===== src/rtl/seg7_capture.sv =====
// Readback monitor for a multiplexed active-low 7-segment display: recovers one nibble per digit
// and publishes a frame once all digits are seen. Optional macro SEG7_CAPTURE_BLANK_EN accepts 7F as a legal blank.
//
// state  | meaning
// SETTLE | waiting for {an,seg} to hold for STABLE_CYC samples; captures on arrival
// HOLD   | pattern already captured; waits for the next change
module seg7_capture #(
  parameter int DIGITS     = 4,
  parameter int STABLE_CYC = 4
) (
  input  logic                  clk,
  input  logic                  rst_n,
  input  logic [6:0]            seg,
  input  logic [DIGITS-1:0]     an,
  input  logic                  clear,
  output logic [4*DIGITS-1:0]   value,
  output logic [DIGITS-1:0]     digit_err,
  output logic                  frame_valid
);

  localparam int         W       = DIGITS + 7;
  localparam logic [7:0] CNT_MAX = 8'(STABLE_CYC - 1);
  localparam logic [7:0] CNT_CAP = 8'(STABLE_CYC - 2);
`ifdef SEG7_CAPTURE_BLANK_EN
  localparam logic BLANK_ERR = 1'b0;
`else
  localparam logic BLANK_ERR = 1'b1;
`endif

  typedef enum logic {SETTLE, HOLD} state_t;

  state_t                state, state_nxt;
  logic [W-1:0]          sync1, s, p;
  logic [7:0]            cnt;
  logic                  same, at_cap, capture, complete;
  logic [DIGITS-1:0]     sel, seen, slot_err;
  logic [4*DIGITS-1:0]   slot_val;
  logic [4:0]            dec;

  // {err, nibble}; illegal glyphs decode to nibble 0
  function automatic logic [4:0] decode(input logic [6:0] g);
    case (g)
      7'h40: decode = 5'h00;
      7'h79: decode = 5'h01;
      7'h24: decode = 5'h02;
      7'h30: decode = 5'h03;
      7'h19: decode = 5'h04;
      7'h12: decode = 5'h05;
      7'h02: decode = 5'h06;
      7'h78: decode = 5'h07;
      7'h00: decode = 5'h08;
      7'h10: decode = 5'h09;
      7'h08: decode = 5'h0A;
      7'h03: decode = 5'h0B;
      7'h46: decode = 5'h0C;
      7'h21: decode = 5'h0D;
      7'h06: decode = 5'h0E;
      7'h0E: decode = 5'h0F;
      7'h7F: decode = {BLANK_ERR, 4'h0};
      default: decode = 5'h10;
    endcase
  endfunction

  // Synchronizer resets to all ones so the dark display looks stable from the start
  always_ff @(posedge clk or negedge rst_n) begin
    if (!rst_n) begin
      sync1 <= '1;
      s     <= '1;
      p     <= '1;
    end else begin
      sync1 <= {an, seg};
      s     <= sync1;
      p     <= s;
    end
  end

  assign same   = (s == p);
  assign at_cap = same && (cnt == CNT_CAP);
  assign sel    = ~s[W-1:7];
  assign dec    = decode(s[6:0]);

  always_ff @(posedge clk or negedge rst_n) begin
    if (!rst_n)              cnt <= '0;
    else if (!same)          cnt <= '0;
    else if (cnt < CNT_MAX)  cnt <= cnt + 8'd1;
  end

  always_ff @(posedge clk or negedge rst_n) begin
    if (!rst_n) state <= SETTLE;
    else        state <= state_nxt;
  end

  always_comb begin
    state_nxt = state;
    case (state)
      SETTLE: if (at_cap) state_nxt = HOLD;
      HOLD:   if (!same)  state_nxt = SETTLE;
      default:            state_nxt = SETTLE;
    endcase
  end

  always_comb begin
    capture  = (state == SETTLE) && at_cap && $onehot(sel) && !clear;
    complete = (&seen) && !clear;
  end

  always_ff @(posedge clk or negedge rst_n) begin
    if (!rst_n) begin
      seen        <= '0;
      slot_val    <= '0;
      slot_err    <= '0;
      value       <= '0;
      digit_err   <= '0;
      frame_valid <= 1'b0;
    end else if (clear) begin
      seen        <= '0;
      slot_val    <= '0;
      slot_err    <= '0;
      frame_valid <= 1'b0;
    end else begin
      frame_valid <= complete;
      if (complete) begin
        value     <= slot_val;
        digit_err <= slot_err;
      end
      seen <= (complete ? '0 : seen) | (capture ? sel : '0);
      for (int i = 0; i < DIGITS; i++) begin
        if (capture && sel[i]) begin
          slot_val[4*i +: 4] <= dec[3:0];
          slot_err[i]        <= dec[4];
        end
      end
    end
  end

endmodule

===== config.mk =====
export PLATFORM = sky130hd
export DESIGN_NAME = seg7_capture
export DESIGN_NICKNAME = d
export VERILOG_FILES = /design/src/rtl/seg7_capture.sv
export SDC_FILE = /design/constraint.sdc
export NUM_CORES = 1
export LEC_CHECK = 0
export ABC_AREA = 1
export BUFFER_PORTS_ARGS = -buffer_cell sky130_fd_sc_hd__buf_2
export CORE_AREA = 2 2 70 99
export CTS_CLUSTER_DIAMETER = 30
export DETAILED_ROUTE_END_ITERATION = 8
export DIE_AREA = 0 0 72 101
export PLACE_DENSITY = 0.77
export REMOVE_ABC_BUFFERS = 1
export SYNTH_ARGS = -nofsm -noshare
export SYNTH_HDL_FRONTEND = slang
export SYNTH_SLANG_ARGS = --single-unit

===== constraint.sdc =====
create_clock -name clk -period 3.1 [get_ports clk]
set_input_delay 0.62 -clock clk [delete_from_list [all_inputs] [get_ports clk]]
set_output_delay 0.62 -clock clk [all_outputs]
set_load 0.1 [all_outputs]

After elaboration in Yosys (flattened, before gate mapping)
Index checks and enable logic that the tools add are counted.
{ "totals": {"output_inout_bits": 21, "elab_cells": 82, "ff_bits": 87} }
{ "classes": {"magnitude_cmp": 1, "n_eq_ne": 19, "bitwise": 4, "n_mux": 20, "add_sub_neg": 4, "n_reduce_logical": 17} }
{ "ops": {"columns": ["cell", "n"], "rows": [
  ["5-bit case mux with 16 select lines", 1],
  ["4-bit two-way mux", 8],
  ["7-bit == test, second input constant", 4],
  ["7-bit by 5-bit == test with 1-bit output, second input constant", 3],
  ["7-bit by 6-bit == test with 1-bit output, second input constant", 3],
  ["16-bit two-way mux", 1],
  ["8-bit two-way mux", 2],
  ["7-bit by 2-bit == test with 1-bit output, second input constant", 2],
  ["7-bit by 4-bit == test with 1-bit output, second input constant", 2],
  ["11-bit == test", 1],
  ["1-bit logical AND", 9],
  ["8-bit by 1-bit adder with 8-bit output, second input constant", 1],
  ["8-bit by 2-bit == test with 1-bit output, second input constant", 1],
  ["8-bit by 2-bit less-than comparator with 1-bit output, second input constant", 1],
  ["2-bit nonzero test", 4],
  ["7-bit by 3-bit == test with 1-bit output, second input constant", 1],
  ["7-bit logical NOT", 1],
  ["1-bit two-way mux", 7],
  ["1-bit by 1-bit adder with 2-bit output", 2],
  ["4-bit inverter", 1],
  ["4-bit bitwise OR", 1],
  ["4-bit AND reduction", 1],
  ["2-bit by 2-bit adder with 3-bit output", 1],
  ["3-bit by 1-bit == test with 1-bit output, second input constant", 1],
  ["other kinds (5)", 6]
]} }

Logic depth before layout (Yosys ltp)
{ "depth": {"word_depth": 9, "mapped_depth": 12, "mapped_depth_nobuf": 12} }

Least setup slack after synthesis
Ideal clock, no wire load.
{ "synth_timing": {"kind": "register to register", "from": "register s[8]", "to": "register slot_err[1]", "path_stages_with_launch": 11, "setup_ns": 0.117, "arrival_time_ns": 2.241, "required_ns": 2.983, "path_buffers": 0, "setup_slack_ns": 0.741, "period_less_slack_ns": 2.359, "path_cell_list": "dfstp_2 fa_1 inv_1 ha_1 ha_1 nor2_1 nand4_1 nor2_2 nand4_1 nand3_1 nand2_1"} }
{ "synth_via": {"elab_chain_cells": 8} }
{ "synth_lines": {"columns": ["item", "line", "source"], "rows": [
  ["start, declared", "33", "logic [W-1:0] sync1, s, p;"],
  ["start signal, assigned", "72", "s <= sync1;"],
  ["4-bit inverter", "79", "assign sel = ~s[W-1:7];"],
  ["1-bit by 1-bit adder with 2-bit output (implied by the code)", "103", "capture = (state == SETTLE) && at_cap && $onehot(sel) && !clear;"],
  ["2-bit by 2-bit adder with 3-bit output (implied by the code)", "103", null],
  ["3-bit by 1-bit == test with 1-bit output", "103", null],
  ["1-bit logical AND (2 in a row)", "103", null],
  ["1-bit logical AND *", "128", "if (capture && sel[i]) begin"],
  ["2-bit nonzero test (no source line) *", null, null],
  ["end signal, assigned by index", "130", "slot_err[i] <= dec[4];"],
  ["end, declared", "36", "logic [DIGITS-1:0] sel, seen, slot_err;"]
]} }
Mark *: on every way between the ends. The rest lies on a longest branch, timed or not.
A chain may end at the register's enable or synchronous reset.

Final worst setup path
{ "layout_timing": {"from": "register s[8]", "to": "register slot_val[12]"} }
{ "layout_via": {"elab_chain_cells": 8} }
{ "layout_lines": {"columns": ["item", "line", "source"], "rows": [
  ["4-bit inverter", "79", null],
  ["1-bit by 1-bit adder with 2-bit output (implied by the code)", "103", null],
  ["2-bit by 2-bit adder with 3-bit output (implied by the code)", "103", null],
  ["3-bit by 1-bit == test with 1-bit output", "103", null],
  ["1-bit logical AND * (2 in a row)", "103", null],
  ["1-bit logical AND *", "128", null],
  ["2-bit nonzero test (no source line) *", null, null],
  ["end signal, assigned by index", "129", "slot_val[4*i +: 4] <= dec[3:0];"],
  ["end, declared", "37", "logic [4*DIGITS-1:0] slot_val;"]
]} }
Marks and branches as above.

==> impl_metrics.json <==
{
  "yosys_warnings": 0,
  "clk_path_buf_depth": 2,
  "drt_iter0_drc": 150,
  "clk_pin_slew_ns": 0.07,
  "reg2reg_setup_slack_ns": 0.39,
  "cts_resized": 0,
  "worst-path-max-fanout": 6,
  "fp.dieW_um": 72,
  "grt_max_degree": 88,
  "setup_viol": 0,
  "p_sw_uw": 446,
  "antenna_cells": 0,
  "p_comb_share_pct": 4.5,
  "arrival_ns": 2.93,
  "fin_cells": 516,
  "core_area_mm2": 0.00644,
  "register_area_mm2": 0.00222,
  "internal_power_uw": 1590,
  "wl_per_cell_um": 11.8,
  "drcViolationCount": 0,
  "antenna_found_initial": 0,
  "fin_worst_skew_ns": 0.0134,
  "reg2reg_depth": 10,
  "hold_path_class": "reg -> reg",
  "maxSlewViolCount": 0,
  "ir_worst_vdd_v": 0.000334,
  "synth-seq-cells": 87,
  "start_util_pct": 56.2,
  "worst_setup_path_end_kind": "register",
  "yosysSeqAreaShare_pct": 61.3,
  "reg2reg_from": "s[8]",
  "grt_pass1_vias": 2556,
  "insertion_delay_ns": 0.35,
  "area_growth_pct": 12.2,
  "ctsHtreeMaxLevel": 3,
  "finalPower_uw": 2040,
  "cts-buffers-inserted": 9,
  "status": "completed",
  "hold_path_depth": 0,
  "crit_type": "reg -> reg",
  "worst_slew_pin_slew_ns": 1.01,
  "drtAntennaViolNets": 0,
  "rsz0062_at_grt": "false",
  "io_pins": 35,
  "die_y_um": 101,
  "synthTopCellsByArea": "dfrtp_1, dfstp_2, nand2_1, nand3_1, inv_1",
  "holdBufCountCts": 0,
  "syn_avg_cell_area_um2": 9.11,
  "slew_headroom_pct": 32.6,
  "cts_sinks": 87,
  "gp_congestion": 0.847,
  "io_buffers": 34,
  "max_freq_mhz": 369,
  "placed_cells": 500,
  "synth_top_area_share_pct": 37.4,
  "clockPowerShare_pct": 37.0,
  "p_leak_uw": 0.00218,
  "fin_crit_sh_pct": 87.4,
  "power-per-cell-area_mw_per_mm2": 503,
  "p_sw_share_pct": 21.9,
  "tns_ns": 0,
  "dr.pass1.iters": 4,
  "cts_tree": "done",
  "synthCells": 397,
  "startpoint_type": "register",
  "cts-root-buf": "clkbuf_8",
  "maxCapViolations": 0,
  "finalWirelength_mm": 6.11,
  "worstPathRequired_ns": 3.32,
  "vias_per_cell": 5.05,
  "grt_usage_pct": 19.4,
  "grt_pass1_wl_mm": 11.1,
  "gr-total-overflow": 0,
  "postCtsSetupBuffers": 0,
  "synth_top_area_cell": "dfrtp_1",
  "fillerInstances": 545,
  "via_count": 2605,
  "fp-row-count": 35,
  "min_to": "s[6]",
  "multi_input_area_mm2": 0.00123,
  "netlist_area_mm2": 0.00362,
  "ys_types": 22,
  "pwr-share-seq_pct": 58.5,
  "reg2reg_to": "slot_val[12]",
  "dieArea_mm2": 0.00727,
  "worst_hold_startpoint": "sync1[6]",
  "dp_hpwl_mm": 4.40,
  "min_period_ns": 2.71,
  "final_nets": 456,
  "final_hold_viol_count": 0,
  "drive_gt1_share_pct": 21.0
}
-- routing by layer --
| layer | GRT usage, % | share of wire, % |
|---|---|---|
| met3 | 3.60 | 2.8 |
| met4 | 10.3 | 2.1 |
| met2 | 33.2 | 52 |
| met1 | 23.1 | 43 |
| met5 | 0 | 0 |
-- synth_stat cells, drive strengths merged --
master and instances:
inv 36, xnor2 5, dfstp 33, ha 4, dfrtp 54, buf 3
clkinv 1, nor2 34, fa 1, o21ai 5, nand3 33, nor3 6
nand3b 1, clkbuf 4, nand2 160, a21oi 11, nand4 6
-- critical path, cell delays in order (launching register included) --
cell and delay, ns:
dfstp_2 0.62, fa_1 0.44, inv_1 0.07, ha_1 0.15, ha_1 0.23, nor2_1 0.11, nand4_1 0.09, nor2_2 0.33
nand4_1 0.31, nand3_1 0.16, nand2_1 0.08
-- through the flow --
| stage | worst slack, ns | hold WS, ns | util, % | area, um2 |
|---|---|---|---|---|
| finish | 0.392 | 0.356 | 63.1 | 4060 |
| detailed placement | 0.427 | 0.347 | 60.1 | 3870 |
| global placement | 0.580 | 0.345 | 60.1 | 3870 |
| global route | 0.201 | 0.347 | 63.1 | 4060 |
| floorplan | 0.583 | 0.324 | - | 3590 |
| CTS | 0.417 | 0.357 | 63.1 | 4060 |
-- cells in the final DEF (no fill, tap or decap), drive strengths merged, types with 6 or more instances in the layout --
master,Yosys,routed
a21oi,11,11
buf,3,36
clkbuf,4,12
dfrtp,54,54
dfstp,33,33
inv,36,37
nand2,160,160
nand3,33,33
nand4,6,6
nor2,34,34
nor3,6,6
-- state kept, by name, indices dropped and copies added, names as in the netlist, 4 cells and up --
| signal | cells |
|---|---|
| p | 11 |
| sync1 | 11 |
| s | 11 |
| slot_val | 16 |
| value | 16 |
| cnt | 8 |
| seen | 4 |
| digit_err | 4 |
| slot_err | 4 |
-- worst max path at each step --
stage               start           end  depth (start not counted)
finish               s[8]  slot_val[12]                         10
global route         s[8]   slot_val[5]                         10
CTS                  s[8]  slot_val[12]                         10
detailed placement   s[8]   slot_val[8]                         10
global placement    s[10]   slot_err[2]                         10
floorplan           clear       seen[2]                          6
-- area by class of cell --
type	count	area share [%]
Clock inverter	4	1.14
Tap cell	74	2.28
Clock buffer	12	3.58
Multi-Input combinational cell	266	30.3
Inverter	37	3.42
Timing Repair Buffer	36	4.62
Sequential cell	87	54.7
-- cells by family after synthesis --
group           share of synthesized area [%]
flops                                    61.3
fa+ha+maj                                1.94
buf+inv                                  4.67
compound gates                           2.21
simple gates                             28.6
xor+xnor                                 1.21
-- power by group through the flow --
stage	Sequential, uW	Clock, uW	Combinational (uW)
floorplan	1210	0	49.7
global placement	1210	0	89.6
detailed placement	1210	0	93.6
CTS	1190	775	94.1
global route	1200	825	107
finish	1190	755	92.1
Note: power is estimated with default switching activity, not from simulation.
